<file path="src/rtl/matrix_pkg.sv">
// Shared types and default sizes for the matrix streaming path.
// Imported by matrix_streamer and row_serializer.
package matrix_pkg;

  localparam int DEF_ELEMENT_SIZE = 8;
  localparam int DEF_ROW_LEN      = 32;
  localparam int DEF_NUM_ROWS     = 32;

  typedef enum logic {
    IDLE   = 1'b0,
    ACTIVE = 1'b1
  } stream_state_t;

  typedef logic [1:0] dibit_t;

endpackage

</file>
<file path="src/rtl/row_serializer.sv">
// Row shifter: loads one RW-bit row and emits it MSB dibit first.
// Ports: clk/rst_n, i_load + i_data (row in), o_full, o_dibit, o_last.
module row_serializer
  import matrix_pkg::*;
#(
  parameter int RW = 256
) (
  input  logic          clk,
  input  logic          rst_n,
  input  logic          i_load,
  input  logic [RW-1:0] i_data,
  output logic          o_full,
  output dibit_t        o_dibit,
  output logic          o_last
);

  localparam int CW = $clog2(RW / 2);
  localparam logic [CW-1:0] LAST = CW'(RW / 2 - 1);

  logic [RW-1:0] r_shift;
  logic          r_full;
  logic [CW-1:0] r_cnt;

  logic w_last;

  assign w_last  = r_full && (r_cnt == LAST);
  assign o_full  = r_full;
  assign o_dibit = r_shift[RW-1 -: 2];
  assign o_last  = w_last;

  // The counter wraps to zero on the last dibit, so a reload
  // on that same edge starts the next row at count zero.
  always_ff @(posedge clk or negedge rst_n) begin
    if (!rst_n) begin
      r_shift <= '0;
      r_full  <= 1'b0;
      r_cnt   <= '0;
    end else begin
      if (r_full) begin
        r_cnt <= r_cnt + 1'b1;
      end
      if (i_load) begin
        r_shift <= i_data;
        r_full  <= 1'b1;
      end else if (r_full) begin
        r_shift <= {r_shift[RW-3:0], 2'b00};
        if (w_last) begin
          r_full <= 1'b0;
        end
      end
    end
  end

endmodule

</file>
<file path="src/rtl/matrix_streamer.sv">
// Streams NUM_ROWS rows of RW bits out as 2-bit dibits, gap-free.
// Ports: start/busy/done/underrun control, row_* handshake in, axiov/axiod out.
module matrix_streamer
  import matrix_pkg::*;
#(
  parameter int ELEMENT_SIZE = matrix_pkg::DEF_ELEMENT_SIZE,
  parameter int ROW_LEN      = matrix_pkg::DEF_ROW_LEN,
  parameter int NUM_ROWS     = matrix_pkg::DEF_NUM_ROWS
) (
  input  logic                            eth_refclk,
  input  logic                            rst_n,
  input  logic                            start,
  input  logic                            row_valid,
  input  logic [ROW_LEN*ELEMENT_SIZE-1:0] row_data,
  output logic                            row_ready,
  output logic                            axiov,
  output dibit_t                          axiod,
  output logic                            busy,
  output logic                            done,
  output logic                            underrun
);

  localparam int RW  = ROW_LEN * ELEMENT_SIZE;
  localparam int RCW = $clog2(NUM_ROWS) + 1;
  localparam logic [RCW-1:0] NR = RCW'(NUM_ROWS);

  stream_state_t r_state;
  stream_state_t w_state_nxt;

  logic [RW-1:0]  r_stg;
  logic           r_stg_full;
  logic [RCW-1:0] r_rows_acc;
  logic [RCW-1:0] r_rows_sent;
  logic           r_done;
  logic           r_underrun;

  logic w_active;
  logic w_clear;
  logic w_ready;
  logic w_accept;
  logic w_load;
  logic w_final;
  logic w_starve;
  logic w_sh_full;
  logic w_sh_last;

  assign w_active = (r_state == ACTIVE);
  assign w_ready  = w_active && !r_stg_full && (r_rows_acc < NR);
  assign w_accept = row_valid && w_ready;

  // Staging hands over when the shifter is idle or on its
  // final dibit, which keeps consecutive rows bubble-free.
  assign w_load = w_active && r_stg_full
               && (!w_sh_full || w_sh_last);

  assign w_final = w_active && w_sh_last
                && (r_rows_sent == NR - 1'b1);

  // Starvation only counts once the frame has started,
  // so the start-up fill is not reported as an underrun.
  assign w_starve = w_active && !w_sh_full && !r_stg_full
                 && (r_rows_acc != '0) && (r_rows_sent < NR);

  always_comb begin
    w_state_nxt = r_state;
    w_clear     = 1'b0;
    unique case (r_state)
      IDLE: begin
        if (start) begin
          w_state_nxt = ACTIVE;
          w_clear     = 1'b1;
        end
      end
      ACTIVE: begin
        if (w_final) begin
          w_state_nxt = IDLE;
        end
      end
      default: w_state_nxt = IDLE;
    endcase
  end

  always_ff @(posedge eth_refclk or negedge rst_n) begin
    if (!rst_n) begin
      r_state <= IDLE;
      r_done  <= 1'b0;
    end else begin
      r_state <= w_state_nxt;
      r_done  <= w_final;
    end
  end

  always_ff @(posedge eth_refclk or negedge rst_n) begin
    if (!rst_n) begin
      r_stg      <= '0;
      r_stg_full <= 1'b0;
    end else if (w_clear) begin
      r_stg_full <= 1'b0;
    end else if (w_accept) begin
      r_stg      <= row_data;
      r_stg_full <= 1'b1;
    end else if (w_load) begin
      r_stg_full <= 1'b0;
    end
  end

  always_ff @(posedge eth_refclk or negedge rst_n) begin
    if (!rst_n) begin
      r_rows_acc  <= '0;
      r_rows_sent <= '0;
      r_underrun  <= 1'b0;
    end else if (w_clear) begin
      r_rows_acc  <= '0;
      r_rows_sent <= '0;
      r_underrun  <= 1'b0;
    end else begin
      if (w_accept) begin
        r_rows_acc <= r_rows_acc + 1'b1;
      end
      if (w_active && w_sh_last) begin
        r_rows_sent <= r_rows_sent + 1'b1;
      end
      if (w_starve) begin
        r_underrun <= 1'b1;
      end
    end
  end

  row_serializer #(
    .RW(RW)
  ) u_ser (
    .clk    (eth_refclk),
    .rst_n  (rst_n),
    .i_load (w_load),
    .i_data (r_stg),
    .o_full (w_sh_full),
    .o_dibit(axiod),
    .o_last (w_sh_last)
  );

  assign row_ready = w_ready;
  assign axiov     = w_sh_full;
  assign busy      = w_active;
  assign done      = r_done;
  assign underrun  = r_underrun;

endmodule

</file>
<file path="config.mk">
export PLATFORM = sky130hd
export DESIGN_NAME = matrix_streamer
export DESIGN_NICKNAME = d
export VERILOG_FILES = /design/src/rtl/matrix_pkg.sv /design/src/rtl/row_serializer.sv /design/src/rtl/matrix_streamer.sv
export SDC_FILE = /design/constraint.sdc
export NUM_CORES = 1
export LEC_CHECK = 0
export CORE_MARGIN = 3
export CORE_UTILIZATION = 35
export DETAILED_ROUTE_END_ITERATION = 10
export HOLD_SLACK_MARGIN = 0.08
export SYNTH_ARGS = -nofsm -noshare
export SYNTH_HDL_FRONTEND = slang
export SYNTH_SLANG_ARGS = --single-unit
export TNS_END_PERCENT = 50
</file>
<file path="constraint.sdc">
create_clock -name eth_refclk -period 1.85 [get_ports eth_refclk]
set_input_delay 0.555 -clock eth_refclk [delete_from_list [all_inputs] [get_ports eth_refclk]]
set_output_delay 0.555 -clock eth_refclk [all_outputs]
set_load 0.005 [all_outputs]
</file>
==> impl_metrics.csv <==
group,metric,value,unit
critical_path,cp-end-kind,"flip-flop",
critical_path,startpoint,"busy$_DFF_PN0_",
synth,synth_top_family_by_area,"compound AO/OA/AOI/OAI gates",
pwr,switching_share,32.8,%
synth,yosysSeqAreaShare,54.4,%
global_route,grt_max_degree,124,
synth,yosysWarnings,0,
place,dp_slack,-0.441,ns
finish,finalCoreUtilization,48.3,%
synth,synth_fa_ha_area_share,0.203,%
pwr,irDropWorstVdd,0.770,mV
synth,yosys-top-cells-area,"dfrtp_1, nand2_1, a211o_1",
timing,slew_headroom,62.4,%
hold_path,hold_path.class,"input port to asynchronous set/reset pin",
detailed_routing,dr.first_iter.drc_count,1777,
clock_tree,clock_sinks,536,
place,io_buffers,266,
pwr,p_seq_share,45.7,%
pwr,p_comb_share,26.7,%
clock_tree,htree_levels,2,
timing,setup_viol,264,
critical_path,ff2ff_path_depth,8,
critical_path,worst_r2r_endpoint,"u_ser.r_shift[225]$_DFFE_PN0P_",
global_route,grt.overflow.total,0,
finish,antenna_cells,0,
synth,synth_top_area_share,54.4,%
critical_path,crit_type,"flip-flop to flip-flop",
synth,syn-num-nets,2655,
synth,synth_cell_type_count,40,
clock_tree,worstSkewPairLatency,0.62,ns
floorplan,die_w,272,um
detailed_routing,vias_per_cell,5.66,
synth,synth_edf_count,0,
critical_path,r2r_slack,-0.20,ns
finish,area_delta_synth_final,35.3,%
finish,fill_cells,6267,
critical_path,worstReg2RegStart,"busy$_DFF_PN0_",
critical_path,worst_ep_required_time,2.34,ns
critical_path,cp_max_fo,7,
timing,whs,0.448,ns
timing,finClkSkew,0.0234,ns
synth,synth_ff_type,"dfrtp_1",
outcome,violations,"negative setup slack",
pwr,switchingPower,14.3,mW
synth,yosysMostFrequentCell,"nand2_1",
synth,syn_area_per_cell,10.3,sq um
floorplan,die_area,0.0737,sq mm
timing,setup-tns-final,-36.81,ns
global_route,grt_pass1_vias,20961,
clock_tree,path_clk_slew,0.06,ns
floorplan,rows,96,
pwr,cellPowerDensity,1310,mW/mm^2
timing,max_freq,488,MHz
floorplan,coreArea,0.0692,sq mm
job,cap_violations,0,
clock_tree,tritoncts,"yes",
synth,synth-seq-cells,536,
timing,drv_slew,0,
synth,syn_area,0.0247,sq mm
finish,nets,2935,
detailed_routing,firstDrtPassIters,5,
floorplan,start_util,35.7,%
detailed_routing,wl_per_cell,22.2,um
pwr,intPower,29.4,mW
global_route,grt_pass1_wl,121000,um
critical_path,crit_path_start_kind,"flip-flop",
synth,synthMuxAreaShare,0.411,%
timing,min_period,2.05,ns
floorplan,die_h,272,um
global_route,antenna_found_initial,1,
critical_path,crit_arrival,2.54,ns
pwr,pwr-share-clk,27.6,%
timing,fin_ws,-0.201,ns
synth,ys_async_sr_fraction,100,%
pwr,fin_total_pwr,43.7,mW
timing,finalCritPeriodShare,111,%
synth,syn_inst,2391,
clock_tree,cts_buffer_depth,3,
synth,synth-xor-area-share,0.284,%
detailed_routing,drc,0,
global_route,grt_usage,20.1,%
synth,synth_compound_area_share,21.0,%
detailed_routing,vias,20663,
timing,rsz0062_at_grt,"yes",
synth,synthTopCellsByCount,"nand2_1, dfrtp_1, a211o_1, and3_1, clkbuf_1",
detailed_routing,antenna_left,0,
synth,synth_area_leader_cell,"dfrtp_1",
floorplan,ios,267,
place,gp_congestion,0.771,
outcome,status,"finished, violations left",
place,dp_hpwl,41800,um
timing,hold_viol,0,
clock_tree,numCtsBuffers,60,
timing,worst-slew-pin-transition,0.564,ns
synth,synth_simple_gate_area_share,19.3,%
finish,drive_above_1_share,16.6,%
pwr,leakage,15.4,nW
detailed_routing,wirelength,81000,um
clock_tree,root_buffer,"clkbuf_16",
## registers in the layout, indices dropped and copies added, names as in the netlist
name	count
r_stg	256
r_stg_full	1
u_ser.o_full	1
busy	1
r_rows_sent	6
u_ser.r_cnt	7
u_ser.r_shift	256
r_rows_acc	6
underrun	1
done	1
## placed cells by master, fill, tap and decap left out, drive strengths merged, types with 2 or more instances in the layout
cell           netlist  final
dfrtp              536    536
clkbuf             158    107
clkinvlp             0      5
nor2                 3      3
clkdlybuf4s15        0      3
xnor2                4      4
xor2                 4      4
nand2              785    785
buf                 76    166
o2bb2ai              2      2
a211o              254    254
and3               254    254
a21oi                3      3
nand4                6      6
and2                 3      3
o221a              254    254
bufinv               0      5
nand3                8      8
ha                   4      4
clkinv               0     12
or3                  2      3
o21ai                4      4
nor3                 2      2
and4                 2      2
mux2i                9      9
inv                  4      5
clkdlybuf4s50        0    258
nand3b               2      2
## logic make-up after synthesis
group | Yosys count
AOI/OAI and AO/OA | 522
adders and majority gates | 4
xor gates and xnor gates | 8
DFF | 536
and+or+nand+nor | 1073
buffers and inverters | 238
muxes | 10
## worst max-delay path by stage
stage                                endpoint  slack (ns)
2_1_floorplan  u_ser.r_shift[100]$_DFFE_PN0P_       0.009
3_3_place_gp             r_stg[3]$_DFFE_PN0P_       -0.38
3_5_place_dp        r_rows_acc[4]$_DFFE_PN0P_       -0.44
4_1_cts                             row_ready       -0.22
5_1_grt        u_ser.r_shift[194]$_DFFE_PN0P_       -0.26
6_report       u_ser.r_shift[225]$_DFFE_PN0P_       -0.20
## layer usage
metal | up-vias | GRT usage (%) | part of all wire [%]
met1 | 10556 | 28.7 | 44
met4 | 2 | 5.62 | 2.7
met2 | 708 | 31.8 | 47
met5 | - | 0 | 0.016
li1 | 9257 | - | -
met3 | 140 | 3.24 | 6.2
## power groups by stage
stage          sequential [mW]  clock, mW  combinational [mW]
2_1_floorplan             18.5          0                7.73
3_3_place_gp              19.4          0                10.3
3_5_place_dp              19.7          0                10.7
5_1_grt                   20.4       12.8                13.1
6_report                  19.9       12.1                11.7
4_1_cts                   19.7       12.3                11.2
## repair_timing
| item | CTS | global route |
|---|---|---|
| pin swaps | 33 | 33 |
| setup buffers | 26 | 11 |
| hold endpoints to repair | 12 | 0 |
| hold buffers | 1 | 0 |
| endpoints found under the setup margin | 261 | 494 |
| gates cloned | 27 | 32 |
| resized for setup | 126 | 55 |
## worst max-delay path, cell delays in order, from the launching register on
cell and delay [ns]:
dfrtp_4 0.44, buf_6 0.12, buf_6 0.11, nand2_8 0.05, or3_4 0.44, buf_12 0.18, buf_12 0.15, clkbuf_16 0.17
o221a_4 0.25
## area by class of cell
| type | instances | area [sq um] | area share (%) |
|---|---|---|---|
| clock inverters | 23 | 260 | 0.779 |
| multi-input cells | 1618 | 10900 | 32.6 |
| well taps | 931 | 1160 | 3.49 |
| flip-flops and latches | 536 | 13400 | 40.2 |
| inverters | 4 | 15.0 | 0.0450 |
| repair buffers | 451 | 5910 | 17.7 |
| clock buffers | 86 | 1710 | 5.12 |
## through the flow
step	instance area [sq um]	instances
floorplan	24700	2391
global placement	28900	3451
detailed placement	28900	3451
CTS	32500	3613
global route	33400	3649
finish	33400	3649
(Power assumes the default switching activity.)
